File: config.mk
export PLATFORM = sky130hd
export DESIGN_NAME = deframer
export DESIGN_NICKNAME = d
export VERILOG_FILES = /design/src/rtl/deframer.sv
export SDC_FILE = /design/constraint.sdc
export NUM_CORES = 1
export LEC_CHECK = 0
export BUFFER_PORTS_ARGS = -buffer_cell sky130_fd_sc_hd__buf_4
export CORE_ASPECT_RATIO = 0.9
export CORE_UTILIZATION = 45
export CTS_CLUSTER_DIAMETER = 60
export DETAILED_ROUTE_END_ITERATION = 8
export PLACE_DENSITY = 0.76
export SYNTH_ARGS = -nofsm -noshare
export SYNTH_HDL_FRONTEND = slang
export SYNTH_SLANG_ARGS = --single-unit
File: constraint.sdc
create_clock -name aclk -period 2.4 [get_ports aclk]
set_input_delay 0.24 -clock aclk [delete_from_list [all_inputs] [get_ports aclk]]
set_output_delay 0.24 -clock aclk [all_outputs]
set_load 0.05 [all_outputs]
File: src/rtl/deframer.sv
// deframer: AXI4-Lite poller of the Ethernet-Lite RX ping buffer that validates an
// IPv4/UDP frame and emits its eight 16-bit payload values as one AXI-Stream beat.
module deframer #(
    parameter logic [12:0] RX_BASE  = 13'h1000,
    parameter logic [12:0] RX_CTRL  = 13'h17FC,
    parameter logic [15:0] UDP_PORT = 16'h07C5
) (
    input  logic         aclk,
    input  logic         aresetn,
    output logic [127:0] m_axis_tdata,
    output logic         m_axis_tvalid,
    input  logic         m_axis_tready,
    output logic [12:0]  m_axi_araddr,
    output logic         m_axi_arvalid,
    input  logic         m_axi_arready,
    input  logic [31:0]  m_axi_rdata,
    input  logic [1:0]   m_axi_rresp,
    input  logic         m_axi_rvalid,
    output logic         m_axi_rready,
    output logic [12:0]  m_axi_awaddr,
    output logic         m_axi_awvalid,
    input  logic         m_axi_awready,
    output logic [31:0]  m_axi_wdata,
    output logic [3:0]   m_axi_wstrb,
    output logic         m_axi_wvalid,
    input  logic         m_axi_wready,
    input  logic [1:0]   m_axi_bresp,
    input  logic         m_axi_bvalid,
    output logic         m_axi_bready,
    output logic [15:0]  frame_count,
    output logic [15:0]  drop_count
);
    typedef enum logic [2:0] {S_POLL, S_POLL_R, S_READ, S_READ_R, S_OUT, S_REL, S_WAIT_B} state_t;
    state_t       r_state, w_next;
    logic [4:0]   r_k, w_off;
    logic         r_bad, r_arvalid, r_awvalid, r_wvalid;
    logic [127:0] r_tdata;
    logic [15:0]  r_frames, r_drops;
    logic         w_rhs, w_last, w_fail, w_aw_done, w_w_done, w_unused;

    assign w_rhs     = m_axi_rvalid && m_axi_rready;
    assign w_last    = r_k == 5'd24;
    assign w_off     = r_k - 5'd17;
    // Header fields are little-endian packed: byte 0 of the frame sits in rdata[7:0].
    assign w_fail    = (m_axi_rresp != 2'b00)
                    || (r_k == 5'd3 && m_axi_rdata[15:0] != 16'h0008)
                    || (r_k == 5'd5 && m_axi_rdata[31:24] != 8'h11)
                    || (r_k == 5'd9 && {m_axi_rdata[7:0], m_axi_rdata[15:8]} != UDP_PORT);
    assign w_aw_done = !r_awvalid || m_axi_awready;
    assign w_w_done  = !r_wvalid || m_axi_wready;
    assign w_unused  = ^{m_axi_bresp, m_axi_rdata[23:16]};

    always_comb begin
        w_next = r_state;
        case (r_state)
            S_POLL:   w_next = (r_arvalid && m_axi_arready) ? S_POLL_R : S_POLL;
            S_POLL_R: w_next = !w_rhs ? S_POLL_R : m_axi_rdata[0] ? S_READ : S_POLL;
            S_READ:   w_next = (r_arvalid && m_axi_arready) ? S_READ_R : S_READ;
            S_READ_R: w_next = !w_rhs ? S_READ_R : !w_last ? S_READ : (r_bad || w_fail) ? S_REL : S_OUT;
            S_OUT:    w_next = m_axis_tready ? S_REL : S_OUT;
            S_REL:    w_next = (w_aw_done && w_w_done) ? S_WAIT_B : S_REL;
            S_WAIT_B: w_next = m_axi_bvalid ? S_POLL : S_WAIT_B;
            default:  w_next = S_POLL;
        endcase
    end

    always_ff @(posedge aclk) begin
        if (!aresetn) begin
            r_state   <= S_POLL;
            r_k       <= '0;
            r_bad     <= 1'b0;
            r_arvalid <= 1'b0;
            r_awvalid <= 1'b0;
            r_wvalid  <= 1'b0;
            r_tdata   <= '0;
            r_frames  <= '0;
            r_drops   <= '0;
        end else begin
            r_state   <= w_next;
            // Every entry into an address state (including a repoll) issues a fresh read.
            r_arvalid <= (w_next == S_POLL) || (w_next == S_READ);
            r_awvalid <= (r_state != S_REL && w_next == S_REL) || (r_awvalid && !m_axi_awready);
            r_wvalid  <= (r_state != S_REL && w_next == S_REL) || (r_wvalid && !m_axi_wready);
            if (r_state == S_POLL_R) r_k <= '0;
            if (r_state == S_READ_R && w_rhs) begin
                r_k   <= r_k + 5'd1;
                r_bad <= r_bad || w_fail;
                if (r_k >= 5'd17) r_tdata[{w_off[2:0], 4'h0} +: 16] <= m_axi_rdata[15:0];
                if (w_last && (r_bad || w_fail)) r_drops <= r_drops + 16'd1;
            end
            if (r_state == S_OUT && m_axis_tready) r_frames <= r_frames + 16'd1;
            if (r_state == S_WAIT_B && m_axi_bvalid) r_bad <= 1'b0;
        end
    end

    assign m_axis_tdata  = r_tdata;
    assign m_axis_tvalid = r_state == S_OUT;
    assign m_axi_arvalid = r_arvalid;
    assign m_axi_araddr  = !r_arvalid ? 13'd0 : (r_state == S_READ) ? RX_BASE + {6'd0, r_k, 2'b00} : RX_CTRL;
    assign m_axi_rready  = (r_state == S_POLL_R) || (r_state == S_READ_R);
    assign m_axi_awvalid = r_awvalid;
    assign m_axi_awaddr  = r_awvalid ? RX_CTRL : 13'd0;
    assign m_axi_wvalid  = r_wvalid;
    assign m_axi_wdata   = 32'd0;
    assign m_axi_wstrb   = 4'hF;
    assign m_axi_bready  = r_state == S_WAIT_B;
    assign frame_count   = r_frames;
    assign drop_count    = r_drops;
endmodule

# Word-level counts from Yosys, hierarchy flattened
# Cells that the tools add are included.
dict set report word_totals {
  elab_cells 86
  output_inout_bits 228
  ff_bits 172
  in_bits 44
}
dict set report classes {
  n_mux 17
  n_eq_ne 16
  n_bitwise 1
  shifts 2
  n_reduce_logical 34
  n_addsub 6
  magnitude_cmp 1
}
# op n
set op_table {}
lappend op_table {{bitwise mux 128 bit} 1}
lappend op_table {{variable shift 16 x 9 -> 128 bit (first input constant)} 1}
lappend op_table {{variable part select 16 x 9 -> 128 bit} 1}
lappend op_table {{2-to-1 mux 13 bit} 3}
lappend op_table {{adder 16 x 1 -> 16 bit (second input constant)} 2}
lappend op_table {{case mux 3 bit (7 select lines)} 1}
lappend op_table {{!= test 16 x 11 -> 1 bit (second input constant)} 1}
lappend op_table {{!= test 16 x 4 -> 1 bit (second input constant)} 1}
lappend op_table {{adder 13 x 7 -> 13 bit (first input constant)} 1}
lappend op_table {{logical AND 1 bit} 13}
lappend op_table {{== test 3 bit (second input constant)} 4}
lappend op_table {{logical OR 1 bit} 10}
lappend op_table {{2-to-1 mux 5 bit} 2}
lappend op_table {{== test 3 x 2 -> 1 bit (second input constant)} 3}
lappend op_table {{2-to-1 mux 3 bit} 3}
lappend op_table {{negator 7 -> 9 bit} 1}
lappend op_table {{!= test 8 x 5 -> 1 bit (second input constant)} 1}
lappend op_table {{logical NOT 3 bit} 2}
lappend op_table {{2-to-1 mux 2 bit} 3}
lappend op_table {{adder 5 x 1 -> 5 bit (second input constant)} 1}
lappend op_table {{== test 5 x 2 -> 1 bit (second input constant)} 1}
lappend op_table {{== test 5 x 3 -> 1 bit (second input constant)} 1}
lappend op_table {{== test 5 x 4 -> 1 bit (second input constant)} 1}
lappend op_table {{== test 5 bit (second input constant)} 1}
lappend op_table {{other kinds (10)} 18}

# Depth between registers and ports, before layout
# Gate-level depths: netlist of the first run.
dict set report logic_depth {
  word_depth 13
  mapped_depth 12
  ltp_nobuf 8
}

# Worst setup path after synthesis of the first run
# Ideal clock, no wire load.
dict set report synth_timing {
  kind {register to register}
  start {reg r_k[0]}
  end {reg r_tdata[70], in the netlist m_axis_tdata[70]}
  stages_incl_launch_ff 13
  slack_ns -0.110
  t_arrival_ns 2.378
  n_path_buf 4
  required_time_ns 2.268
  setup_time_ns 0.132
  cell_sequence {dfxtp_1 buf_6 inv_1 ha_1 xnor2_1 ha_1 clkbuf_4 nand2_1 or4_1 clkbuf_2 buf_6 nand2_1 a21oi_1}
}
dict set report synth_via {
  elab_chain_cells 4
  word_cells_on_any_way 7
}
# item line
set synth_rtl {}
lappend synth_rtl {{start, declared} 35} ;# logic [4:0] r_k, w_off;
lappend synth_rtl {{start signal, assigned} 86} ;# r_k <= r_k + 5'd1;
lappend synth_rtl {{subtractor 3 x 1 -> 3 bit} 43} ;# assign w_off = r_k - 5'd17;
lappend synth_rtl {{negator 7 -> 9 bit} 88} ;# if (r_k >= 5'd17) r_tdata[{w_off[2:0], 4'h0} +: 16] <= m_axi_rdata[15:0];
lappend synth_rtl {{variable part select 16 x 9 -> 128 bit / variable shift 16 x 9 -> 128 bit (equally long branches)} 88}
lappend synth_rtl {{bitwise mux 128 bit} 88}
lappend synth_rtl {{end signal, assigned by index} 88}
lappend synth_rtl {{end, declared} 37} ;# logic [127:0] r_tdata;
# Parallel ways exist; a longest one is shown, timed or not.
# A chain may end at the register's enable or synchronous reset.

# Worst setup path in the final report of the first run
dict set report layout_timing {
  start {reg r_k[0]}
  end {reg r_tdata[79], in the netlist m_axis_tdata[79]}
}
# Same word-level chain as after synthesis.

==> impl_metrics.ini, run 1 <==
[clock_network]
cts_buffers = 17
cts_root_buffer = clkbuf_16
postCtsHoldBufs = 0
cts_sinks = 172
clk_pin_slew_ps = 70
cts_max_level = 4
clockBufferDepth = 2
tritoncts = built
clkLatencyLatePin_ps = 430

[power_and_ir_drop]
p_sw_uw = 1630
ir_drop_mv = 0.524
pwr-share-seq_pct = 46.2
p_int_uw = 4560
p_per_area_mw_per_mm2 = 625
p_sw_share_pct = 26.4
p_comb_share_pct = 7.5
clock_power_share_pct = 46.3
finalPower_uw = 6190
power_leakage_uw = 0.00391

[synthesis]
synth-edff-count = 0
synth.distinct_cells = 57
synthCells = 949
synth_flop_cell = dfxtp_1
syn_area_per_cell_sq_um = 8.09
ys_seq_area_share_pct = 44.8
synthesis.area_sq_mm = 0.00768
synthArstFlopShare_pct = 0
ys_ff_latch = 172
synth_top_area_share_pct = 44.8
synth_area_leaders = dfxtp_1 45%, nand2_1 9.8%, a21oi_1 9.6%
yosys_warnings = 0
synth_top_area_cell = dfxtp_1

[flow_run]
maxCapViolCount = 0

[detailed_routing]
viasPerCell = 5.32
dr.pass1.iters = 5
drcViolationCount = 0
wirelength_mm = 22.4
dr_wl_met2_mm = 10.2
via_count = 7185
drt_iter0_drc = 659
ant_nets = 0
wl_met3_mm = 1.78
wl_met1_mm = 10.1
routed.top_layer = met4
routedWlPerCell_um = 16.6

[global_routing]
grt_overflow = 0
grt_max_degree = 52
grt_antenna_before_repair = 0
grt_pass1_wl_mm = 34.5
grt_pass1_vias = 6220
grt_usage_pct = 25.0

[worst_setup_path]
cp-endpoint = m_axis_tdata[79]
critPathCaptureType = flop
max_stage_delay_ps = 490
required_ps = 2710
crit_start = r_k[0]
crit_path_start_kind = flop
path_max_fanout = 16
cp.arrival_ps = 2600
cp_cell_sequence = inv_1 > ha_2 > xnor2_4 > ha_4 > nand2b_1 > or4_1 > buf_4 > nand2_1 > a21oi_1
rr_worst_depth = 9
worstReg2RegStart = r_k[0]
r2r-end = m_axis_tdata[79]
cp_slowest_cell = or4_1
path_class = reg -> reg
reg2reg_slack_ps = 110

[sta]
skew_ps = 9.09
relSlewSlack_pct = 64.9
fmax_mhz = 437
timing_hold_violations_final = 0
finalMaxSlewViolations = 0
finalCritPeriodShare_pct = 95.3
worst_slew_pin_slew_ps = 513
fin_crit_ps = 2290
setup_ws_ps = 112
holdWs_ps = 16.4
finalSetupViolations = 0

[placement]
port_buffers = 219
place_congestion = 0.854
place_ws_ps = 5.26
placed_cell_area_sq_mm = 0.00923
dpl.hpwl_mm = 15.4

[floorplanning]
die_area_sq_mm = 0.0176
core_sq_mm = 0.0164
initial_core_util_pct = 46.8
die_y_um = 126
rows = 44
die_w_um = 140
io_pins = 272

[final_layout]
areaGrowthSynthToFinish_pct = 29.0
fillerInstances = 1486
num_antenna_cells = 0
final_core_util_pct = 60.4
layout-drive-gt1-share_pct = 28.3
fin_area_sq_mm = 0.00991
nets = 1183

[status]
status = finished, final reports clean

[hold_path]
hp-class = in -> reg
whs_path_depth = 2
-- logic make-up after synthesis --
kind of cell / after synthesis / synth area share [%]
flip-flops: 172 / 44.8
multiplexers: 6 / 0.798
AO/OA/AOI/OAI: 174 / 12.2
AND/OR/NAND/NOR: 422 / 26.4
other: 2 / 0.0978
buffers and inverters: 145 / 12.0
XOR/XNOR: 20 / 2.28
adder cells (fa/ha/maj): 8 / 1.30
-- per-layer routing --
layer / vias to the layer above / global-route usage [%]
met3: 24 / 4.98
li1: 3492 / -
met4: 0 / 5.88
met5: - / 0
met1: 3349 / 36.0
met2: 320 / 38.4
-- flip-flops by register name, summed over array words and instances, names as in the netlist, 3 cells and up --
signal        flops
m_axis_tdata    128
drop_count       16
frame_count      16
r_k               5
r_state           3
-- synthesized netlist by cell type, drive strengths merged, types with 3 or more instances --
| master | number |
|---|---|
| inv | 8 |
| and4b | 4 |
| clkbuf | 36 |
| or4 | 8 |
| a21oi | 148 |
| and3 | 7 |
| and2 | 8 |
| nor2 | 35 |
| xnor2 | 12 |
| dfxtp | 172 |
| nand4 | 13 |
| o31ai | 7 |
| nor4 | 5 |
| buf | 101 |
| nand2b | 4 |
| nor3 | 7 |
| or3 | 3 |
| mux2i | 5 |
| nand2 | 200 |
| ha | 8 |
| nand3 | 113 |
| a211oi | 3 |
| a2111oi | 3 |
| nor4b | 4 |
| o21ai | 7 |
| xor2 | 8 |
-- through the flow --
stage	instances	TNS [ps]
after floorplan	989	0
after detailed placement	1319	0
after global routing	1351	-2.26
final	1351	0
after CTS	1351	0
after global placement	1319	0
-- cells in the final DEF, fill, tap and decap left out, types with 3 or more instances in the layout --
master      instances
a2111oi_0           3
a211oi_1            3
a21oi_1           148
and2_1              7
and3_1              3
and3_2              4
buf_12              4
buf_4             253
buf_6               3
clkbuf_16          17
clkinvlp_4          3
conb_1             42
dfxtp_1           170
ha_1                6
inv_1               6
inv_8               4
mux2i_1             5
nand2_1           200
nand2b_1            4
nand3_1           113
nand4_1            13
nor2_1             31
nor2_2              3
nor3_1              6
nor4_2              3
nor4b_1             3
o21ai_0             5
o31ai_1             6
or3_1               3
or4_1               7
xnor2_1            11
xor2_1              8
-- layout make-up --
type                            count  area, sq um  share of cell area (%)
Sequential cell                   172         3450                    34.8
Inverter                            8         32.5                   0.328
Clock inverter                     14          179                    1.81
Clock buffer                       18          439                    4.43
Tap cell                          207          259                    2.61
Timing Repair Buffer              260         2010                    20.3
Multi-Input combinational cell    672         3540                    35.7
-- worst min path at each step --
stage | endpoint | from | slack, ps
4_1_cts | r_bad | m_axi_bvalid | 9
5_1_grt | r_bad | m_axi_bvalid | 20
3_3_place_gp | m_axis_tdata[69] | m_axis_tdata[69] | 440
2_1_floorplan | r_bad | m_axi_bvalid | 330
3_5_place_dp | m_axis_tdata[11] | m_axis_tdata[11] | 450
6_report | r_bad | m_axi_bvalid | 20
-- worst max-delay path: cells and delay by family (launching register included) --
kind / cells / cell delay, ps
XOR/XNOR: 1 / 180
buffers and inverters: 2 / 290
adder cells (fa/ha/maj): 2 / 450
flip-flops: 1 / 400
AND/OR/NAND/NOR: 3 / 790
AO/OA/AOI/OAI: 1 / 60
-- timing repair --
item / CTS / global route
pin swaps: 0 / 1
setup endpoints to repair: 4 / 126
buffers inserted: 0 / 0
gates resized for setup: 1 / 14
-- power by group through the flow --
stage | sequential, uW | combinational (uW) | clock, uW
floorplan | 2930 | 376 | 0
global placement | 2920 | 458 | 0
detailed placement | 2920 | 458 | 0
CTS | 2860 | 459 | 2910
global route | 2860 | 481 | 3040
finish | 2860 | 464 | 2870
No activity file was read; power rests on OpenSTA's default activity.
==> run 2, diff against run 1 <==
--- a/config.mk
+++ b/config.mk
@@ -8,6 +8,7 @@
 export BUFFER_PORTS_ARGS = -buffer_cell sky130_fd_sc_hd__buf_4
 export CORE_ASPECT_RATIO = 0.9
+export CORE_MARGIN = 3
 export CORE_UTILIZATION = 45
-export CTS_CLUSTER_DIAMETER = 60
+export CTS_CLUSTER_DIAMETER = 40
 export DETAILED_ROUTE_END_ITERATION = 8
 export PLACE_DENSITY = 0.76
==> constraint.sdc (replaced) <==
create_clock -name aclk -period 2.4 [get_ports aclk]
set_input_delay 0.36 -clock aclk [delete_from_list [all_inputs] [get_ports aclk]]
set_output_delay 0.36 -clock aclk [all_outputs]
set_load 0.05 [all_outputs]
==> run 2 against run 1 <==
  * Global-route usage down 1.5 points
  * Critical path depth unchanged
  * Clock power down 8.7%
  * Clock skew up 2.1 ps
  * Largest cell class unchanged
  * Sequential share of layout area up 0.31 points
==> impl_metrics.ini, run 2 (synthesized netlist as in run 1, its figures left out) <==
[sta]
fin_crit_ps = 2250
timing_hold_violations_final = 0
worst_slew_pin_slew_ps = 503
finalSetupViolations = 0
finalMaxSlewViolations = 0
finalCritPeriodShare_pct = 93.6
relSlewSlack_pct = 65.6
tns_ps = 0
skew_ps = 11.2
rsz0062_at_grt = no
fmax_mhz = 445

[placement]
port_buffers = 219
dpl.hpwl_mm = 15.7
post-place-cells = 1322
place_congestion = 0.869

[floorplanning]
die_y_um = 130
die_w_um = 144
die_area_sq_mm = 0.0187
io_pins = 272
initial_core_util_pct = 46.8
rows = 44
core_sq_mm = 0.0164

[worst_setup_path]
path_max_fanout = 16
cp.arrival_ps = 2550
path_class = reg -> reg
critPathCaptureType = flop
cp_cell_sequence = inv_1 > ha_2 > xnor2_4 > ha_1 > nand2b_1 > or4_1 > buf_4 > nand2_1 > a21oi_1
cp_slowest_cell = or4_1
max_stage_delay_ps = 490
crit_path_start_kind = flop
required_ps = 2700

[clock_network]
cts_root_buffer = clkbuf_16
tritoncts = built
cts_max_level = 4
clkLatencyLatePin_ps = 430
post_cts_buffers = 0
cts_sinks = 172
clk_pin_slew_ps = 60
clockBufferDepth = 2
cts_buffers = 17

[global_routing]
grt_pass1_wl_mm = 34.4
grt_antenna_before_repair = 0
grt_pass1_vias = 6238
grt_overflow = 0
grt_usage_pct = 23.5
grt_max_degree = 69

[detailed_routing]
drcViolationCount = 0
routedWlPerCell_um = 16.8
ant_nets = 0
wirelength_mm = 22.7
viasPerCell = 5.36
dr.pass1.iters = 5
via_count = 7253
drt_iter0_drc = 562

[final_layout]
num_antenna_cells = 0
nets = 1186
final_cells = 1354
largest_register_ffs = 128
layout_common_cells = 260 x buf_4, 199 x nand2_1, 170 x dfxtp_1
layout_commonest_cell = buf_4
layout-drive-gt1-share_pct = 28.2
final_core_util_pct = 59.9
areaGrowthSynthToFinish_pct = 27.9

[power_and_ir_drop]
ir_drop_mv = 0.503
power_leakage_uw = 0.00390
p_per_area_mw_per_mm2 = 606

[hold_path]
hp-class = in -> reg

[status]
status = finished, final reports clean

[flow_run]
maxCapViolCount = 0
## run 2: cell count changes in the layout (fill, tap and decap cells not counted), moves of 2 or more
cell,delta
buf_4,+7
bufinv_16,-2
clkinv_2,+2
clkinv_4,+2
clkinvlp_4,-2
inv_8,-3
clkbuf_8,+2
buf_6,-3
clkbuf_1,+2
## run 2: report_power, final
group          switching, uW  leakage [uW]  internal (uW)  total [uW]
Sequential              5.13       0.00139           2860        2860
Combinational            371       0.00224           98.2         469
Clock                   1200      0.000273           1430        2620
## run 2: timing repair
item,CTS,global route
resized for setup,0,9
hold buffers,0,0
endpoints found under the setup margin,0,77
## run 2: layout make-up
class                      instances  area [sq um]
clock buffer                      22           474
fill                            1487          6580
inverter                           8          32.5
clock inverter                    10          81.3
multi-input combinational        672          3520
timing repair buffer             263          2010
sequential                       172          3450
tap                              207           259
## run 2: metrics by stage
step | hold slack [ps] | setup slack [ps] | total power, uW | area [sq um]
6_report | 134 | 153 | 5950 | 9820
4_1_cts | 118 | 79.4 | 5960 | 9790
3_5_place_dp | 443 | 115 | 3390 | 9240
3_3_place_gp | 440 | 147 | 3390 | 9240
2_1_floorplan | 454 | 38.7 | 3300 | 7840
5_1_grt | 130 | 26.0 | 6130 | 9820
## run 2: layer usage
layer	routed length, um	global-route usage (%)	vias to the layer above
met5	0	0	-
met4	548	8.80	0
met3	2120	4.95	42
met2	10300	36.0	368
met1	9710	32.8	3345
li1	-	-	3498
## run 2: final timing paths
path | start | end | slack [ps] | depth (start not counted)
hold / removal | m_axi_bvalid | r_bad | 130 | 2
setup / recovery | r_k[0] | m_axis_tdata[65] | 150 | 9
setup reg to reg | r_k[0] | m_axis_tdata[65] | 150 | 9
hold reg to reg | m_axis_tdata[70] | m_axis_tdata[70] | 450 | 2
## run 2: critical path, delay by kind of cell, from the launching register on
| family | cells | cell delay (ps) |
|---|---|---|
| adder cells (fa/ha/maj) | 2 | 470 |
| AND/OR/NAND/NOR | 3 | 810 |
| flip-flops | 1 | 360 |
| buffers and inverters | 2 | 280 |
| AO/OA/AOI/OAI | 1 | 60 |
| XOR/XNOR | 1 | 160 |
